File: src/rtl/alu_exec_pkg.sv
// alu_exec_pkg: ALU control codes and default widths shared by the ALU control decoder and the EX stage
package alu_exec_pkg;
   localparam int WIDTH_DEF = 32;
   localparam int TAG_W_DEF = 5;
   typedef enum logic [3:0] {
      ALU_AND = 4'b0000,
      ALU_OR  = 4'b0001,
      ALU_ADD = 4'b0010,
      ALU_SUB = 4'b0110,
      ALU_SLT = 4'b0111,
      ALU_NOR = 4'b1100
   } alu_ctrl_e;
endpackage

File: src/rtl/alu_exec_stage_core.sv
// alu_core: combinational MIPS ALU producing result, signed overflow and illegal-code flags
module alu_core
   import alu_exec_pkg::*;
#(
   parameter int WIDTH = WIDTH_DEF
) (
   input  logic [3:0]       control,
   input  logic [WIDTH-1:0] a,
   input  logic [WIDTH-1:0] b,
   output logic [WIDTH-1:0] result,
   output logic             overflow,
   output logic             illegal
);
   logic [WIDTH-1:0] sum;
   logic [WIDTH-1:0] diff;
   assign sum  = a + b;
   assign diff = a - b;
   // decode the control code; unknown codes yield zero with illegal set
   always_comb begin
      result   = '0;
      overflow = 1'b0;
      illegal  = 1'b0;
      case (alu_ctrl_e'(control))
         ALU_AND: result = a & b;
         ALU_OR:  result = a | b;
         ALU_ADD: begin
            result   = sum;
            overflow = (a[WIDTH-1] == b[WIDTH-1]) && (sum[WIDTH-1] != a[WIDTH-1]);
         end
         ALU_SUB: begin
            result   = diff;
            overflow = (a[WIDTH-1] != b[WIDTH-1]) && (diff[WIDTH-1] != a[WIDTH-1]);
         end
         ALU_SLT: result = {{(WIDTH-1){1'b0}}, $signed(a) < $signed(b)};
         ALU_NOR: result = ~(a | b);
         default: illegal = 1'b1;
      endcase
   end
endmodule

File: src/rtl/alu_exec_stage.sv
// alu_exec_stage: EX-stage ALU with a 2-entry (main + skid) elastic output buffer and flush
module alu_exec_stage
   import alu_exec_pkg::*;
#(
   parameter int WIDTH = WIDTH_DEF,
   parameter int TAG_W = TAG_W_DEF
) (
   input  logic             clk,
   input  logic             reset,
   input  logic             flush,
   input  logic             in_valid,
   output logic             in_ready,
   input  logic [3:0]       control,
   input  logic [WIDTH-1:0] op_a,
   input  logic [WIDTH-1:0] op_b,
   input  logic [TAG_W-1:0] tag_in,
   output logic             out_valid,
   input  logic             out_ready,
   output logic [WIDTH-1:0] result,
   output logic             zero,
   output logic             overflow,
   output logic             illegal,
   output logic [TAG_W-1:0] tag_out
);
   localparam int EW = WIDTH + TAG_W + 2;
   logic [WIDTH-1:0] alu_res;
   logic             alu_ovf;
   logic             alu_ill;
   logic [EW-1:0]    new_e;
   logic [EW-1:0]    main_q, main_d, skid_q, skid_d;
   logic             main_v_q, main_v_d, skid_v_q, skid_v_d;
   logic             acc;
   logic             main_free;
   alu_core #(.WIDTH(WIDTH)) u_core (
      .control (control),
      .a       (op_a),
      .b       (op_b),
      .result  (alu_res),
      .overflow(alu_ovf),
      .illegal (alu_ill)
   );
   assign new_e     = {alu_res, alu_ovf, alu_ill, tag_in};
   assign in_ready  = !skid_v_q;
   assign acc       = in_valid && in_ready;
   assign main_free = !main_v_q || out_ready;
   assign out_valid = main_v_q;
   assign {result, overflow, illegal, tag_out} = main_q;
   assign zero      = main_v_q && (result == '0);
   // buffer steering: flush wins, then drain skid into main, then fill main or skid
   always_comb begin
      main_v_d = main_v_q;
      skid_v_d = skid_v_q;
      main_d   = main_q;
      skid_d   = skid_q;
      if (flush) begin
         main_v_d = 1'b0;
         skid_v_d = 1'b0;
      end else if (main_free && skid_v_q) begin
         main_d   = skid_q;
         main_v_d = 1'b1;
         skid_v_d = acc;
         skid_d   = acc ? new_e : skid_q;
      end else if (main_free) begin
         main_v_d = acc;
         main_d   = acc ? new_e : main_q;
      end else if (acc) begin
         skid_v_d = 1'b1;
         skid_d   = new_e;
      end
   end
   // state registers, cleared asynchronously so nothing survives a reset
   always_ff @(posedge clk or posedge reset) begin
      if (reset) begin
         main_v_q <= 1'b0;
         skid_v_q <= 1'b0;
         main_q   <= '0;
         skid_q   <= '0;
      end else begin
         main_v_q <= main_v_d;
         skid_v_q <= skid_v_d;
         main_q   <= main_d;
         skid_q   <= skid_d;
      end
   end
endmodule

File: config.mk
export PLATFORM = sky130hd
export DESIGN_NAME = alu_exec_stage
export DESIGN_NICKNAME = d
export VERILOG_FILES = /design/src/rtl/alu_exec_pkg.sv /design/src/rtl/alu_exec_stage_core.sv /design/src/rtl/alu_exec_stage.sv
export SDC_FILE = /design/constraint.sdc
export NUM_CORES = 1
export LEC_CHECK = 0
export BUFFER_PORTS_ARGS = -buffer_cell sky130_fd_sc_hd__buf_4
export CORE_UTILIZATION = 30
export DETAILED_ROUTE_END_ITERATION = 8
export PLACE_DENSITY_LB_ADDON = 0.05
export SYNTH_ARGS = -nofsm -noshare
export SYNTH_HDL_FRONTEND = slang
export SYNTH_SLANG_ARGS = --single-unit
File: constraint.sdc
create_clock -name clk -period 3 [get_ports clk]
set_clock_uncertainty 0.15 [all_clocks]
set_input_delay 0.3 -clock clk [delete_from_list [all_inputs] [get_ports clk]]
set_output_delay 0.3 -clock clk [all_outputs]
set_load 0.1 [all_outputs]
==> run metrics <==
Top Ports 120; # setup viols final 0; routed via count 9039; initial antenna violation count 0; Post-synth EDFFs 0; startpoint types primary input; starting density of the core 30.9%; Syn Nets 1250; fin nets 1583; Hold EP skid_q[2]; R2R setup slack 1000 ps; final hold violations 0; worst hold path type primary input to flip-flop; Core Area 27200 um^2; register bit total from synthesis 80; first-pass GRT wire length roughly 50000 um; clock buffer depth 2; total gr overflow 0; Hold Startpoint tag_in[2]; Max Slew Vio Count 0; antenna-violating nets left 0; largest net degree at the start of global routing 43; Routability Congestion 0.881; Area growth syn-to-layout 48.5%; cts bufs inserted 9; CTS sink cnt 80; critical path peak fanout 5; Worst-path clk slew around 70 ps; crit-path max cell delay 430 ps; diode count 0; vias per inst 5.08; most frequent CP cell buf_4; total power between 5000 and 6000 uW; Fin Setup TNS 0 ps; post-DP HPWL about 25000 um; Iter 0 DRT Violations 615; maximum vdd ir drop 0.000271 V; Rows 60; reg2reg start out_valid; crit path cell chain buf_4 > inv_1 > ha_1 > o211ai_1 > a211o_1 > nor2_1 > o211ai_1 > buf_4 > a2111oi_1 > buf_4 > a211oi_2 > xor2_1 > o21ai_1 > mux2_2; Mapped Area 8390 um^2; layout cells sized above 1 37.1%; CTS Root Cell clkbuf_16; Worst R2R Path Depth 5; Worst EP arrival 2980 ps; final period utilization 97.1%; slew margin rel. 48.6%; Cell variety after synth 80; worst slew pin tran 770 ps; Port Buffers 119; FF-to-FF End main_q[7]; run status completed; Worst Setup End Kind flip-flop; Clock Latency Late Sink approximately 330 ps; wire per inst 17.9 um; register area share after synthesis around a quarter; critical path class primary input to flip-flop; prevailing post-synth register cell dfrtp_1; H-tree Lvls 3; Buf/Inv on CP 4; max_cap viols 0; Synth Instances about 1100; RSZ-0062 raised after global routing yes; ys async rst share 100%; Hold Path Depth 2; f_max ~340 MHz; mean post-synth cell area 7.86 um^2; CP top delay family compound AO/OA/AOI/OAI gates; vias in the first global route between 8000 and 9000; DIE WIDTH between 150 and 200 um; final WL 31700 um; DRC viols 0; slowest CP cell a2111oi_1; Synth Warn # 0; DRT Pass-1 Iters 5; CTS tree done; crit path time final 2910 ps; full die area 28700 um^2; GRT Total Usage 22.1%; leak pwr 0.00594 uW; Die Y approximately 170 um; power per cell area 409 nW/um^2; Critical Path RT 3070 ps
placed cells by master (no fill, tap or decap), drive strengths merged, types with 10 or more instances in the layout:
cell type,n
buf,384
o21ai,116
ha,102
a21oi,98
inv,95
nand2,82
dfrtp,80
nor2,75
xnor2,28
a22oi,23
mux2,22
o31ai,20
nor4,16
nor3,16
a211oi,16
and3,14
nand3,13
mux2i,12
or3,12
o21bai,11
a221oi,11
clkbuf,10
stage by stage:
| step | utilization, % | cell area [um^2] | hold slack, ps | std cells | setup WS, ps |
|---|---|---|---|---|---|
| after floorplan | - | 8420 | 213 | 1068 | 8.44 |
| after global placement | 42.1 | 11400 | 305 | 1742 | -909 |
| after detailed placement | 42.1 | 11400 | 312 | 1742 | -950 |
| after CTS | 43.9 | 11900 | 43.8 | 1763 | -25.9 |
| after global routing | 45.9 | 12500 | 50.2 | 1778 | -43.9 |
| final | 45.9 | 12500 | 56.4 | 1778 | 85.8 |
final cells by class:
class / instances / area (um^2)
multi-input combinational: 828 / 6310
sequential: 80 / 2000
tap: 372 / 465
clock buffer: 10 / 229
fill: 2811 / 14700
timing repair buffer: 386 / 2980
inverter: 96 / 379
clock inverter: 6 / 92.6
worst reg2reg max path: cells and delay by family, from the launching register on:
family                 cells  cell delay, ps
buffers and inverters      1             260
flip-flops                 1             380
AND/OR/NAND/NOR            3             840
AO/OA/AOI/OAI              1             290
flip-flops by register name (all words and copies together) (netlist names):
signal,cells
skid_q,39
main_q,39
skid_v_q,1
out_valid,1
cells by family (layout without fill, tap and decap cells):
kind of cell    after synthesis  in the layout  share of synthesized area (%)
xor+xnor                     30             30                           3.13
fa+ha+maj                   104            104                           15.7
mux                          34             34                           4.38
simple gates                276            276                           15.9
flops                        80             80                           23.8
compound gates              384            384                           29.6
buf+inv                     160            498                           7.41
routing by layer:
metal,wire [um],vias to the layer above,global-route usage [%]
met5,0,-,0
met4,350,0,3.92
met3,1410,23,1.87
met2,14000,220,34.8
met1,16000,4274,32.8
li1,-,4522,-
where the power goes:
group          switching, uW  total [uW]  leakage (uW)  internal (uW)
sequential               117        1360       0.00106           1240
combinational           1560        2550       0.00474            988
clock                    458        1190      0.000149            734
total                   2130        5100       0.00594           2960
cells in the mapped netlist, types with 16 or more instances:
library cell / n / area [um^2]
nor2_1: 75 / 282
ha_1: 102 / 1280
a22oi_1: 22 / 165
o31ai_1: 18 / 135
o21ai_0: 82 / 410
xnor2_1: 28 / 245
mux2_2: 22 / 248
nand2_1: 82 / 308
a21oi_1: 98 / 490
dfrtp_1: 80 / 2000
inv_1: 90 / 338
clkbuf_1: 47 / 176
nor4_1: 16 / 100
o21ai_1: 34 / 170
timing repair:
action                                 CTS  global route
setup endpoints to repair               28            35
gates resized for setup                 29            90
buffers inserted                         3            15
hold buffers                             2             0
pin swaps                               10            50
endpoints found under the hold margin   43             0
worst max-delay path by stage:
stage	start	slack, ps	cells past startpoint	end
2_1_floorplan	op_a[0]	8	13	skid_q[37]
3_3_place_gp	op_a[0]	-910	16	main_q[7]
3_5_place_dp	op_a[0]	-950	16	main_q[7]
4_1_cts	op_a[0]	-30	16	main_q[7]
5_1_grt	op_b[20]	-40	16	main_q[30]
6_report	op_b[5]	90	14	skid_q[36]
Power figures use the tool's default switching activity.
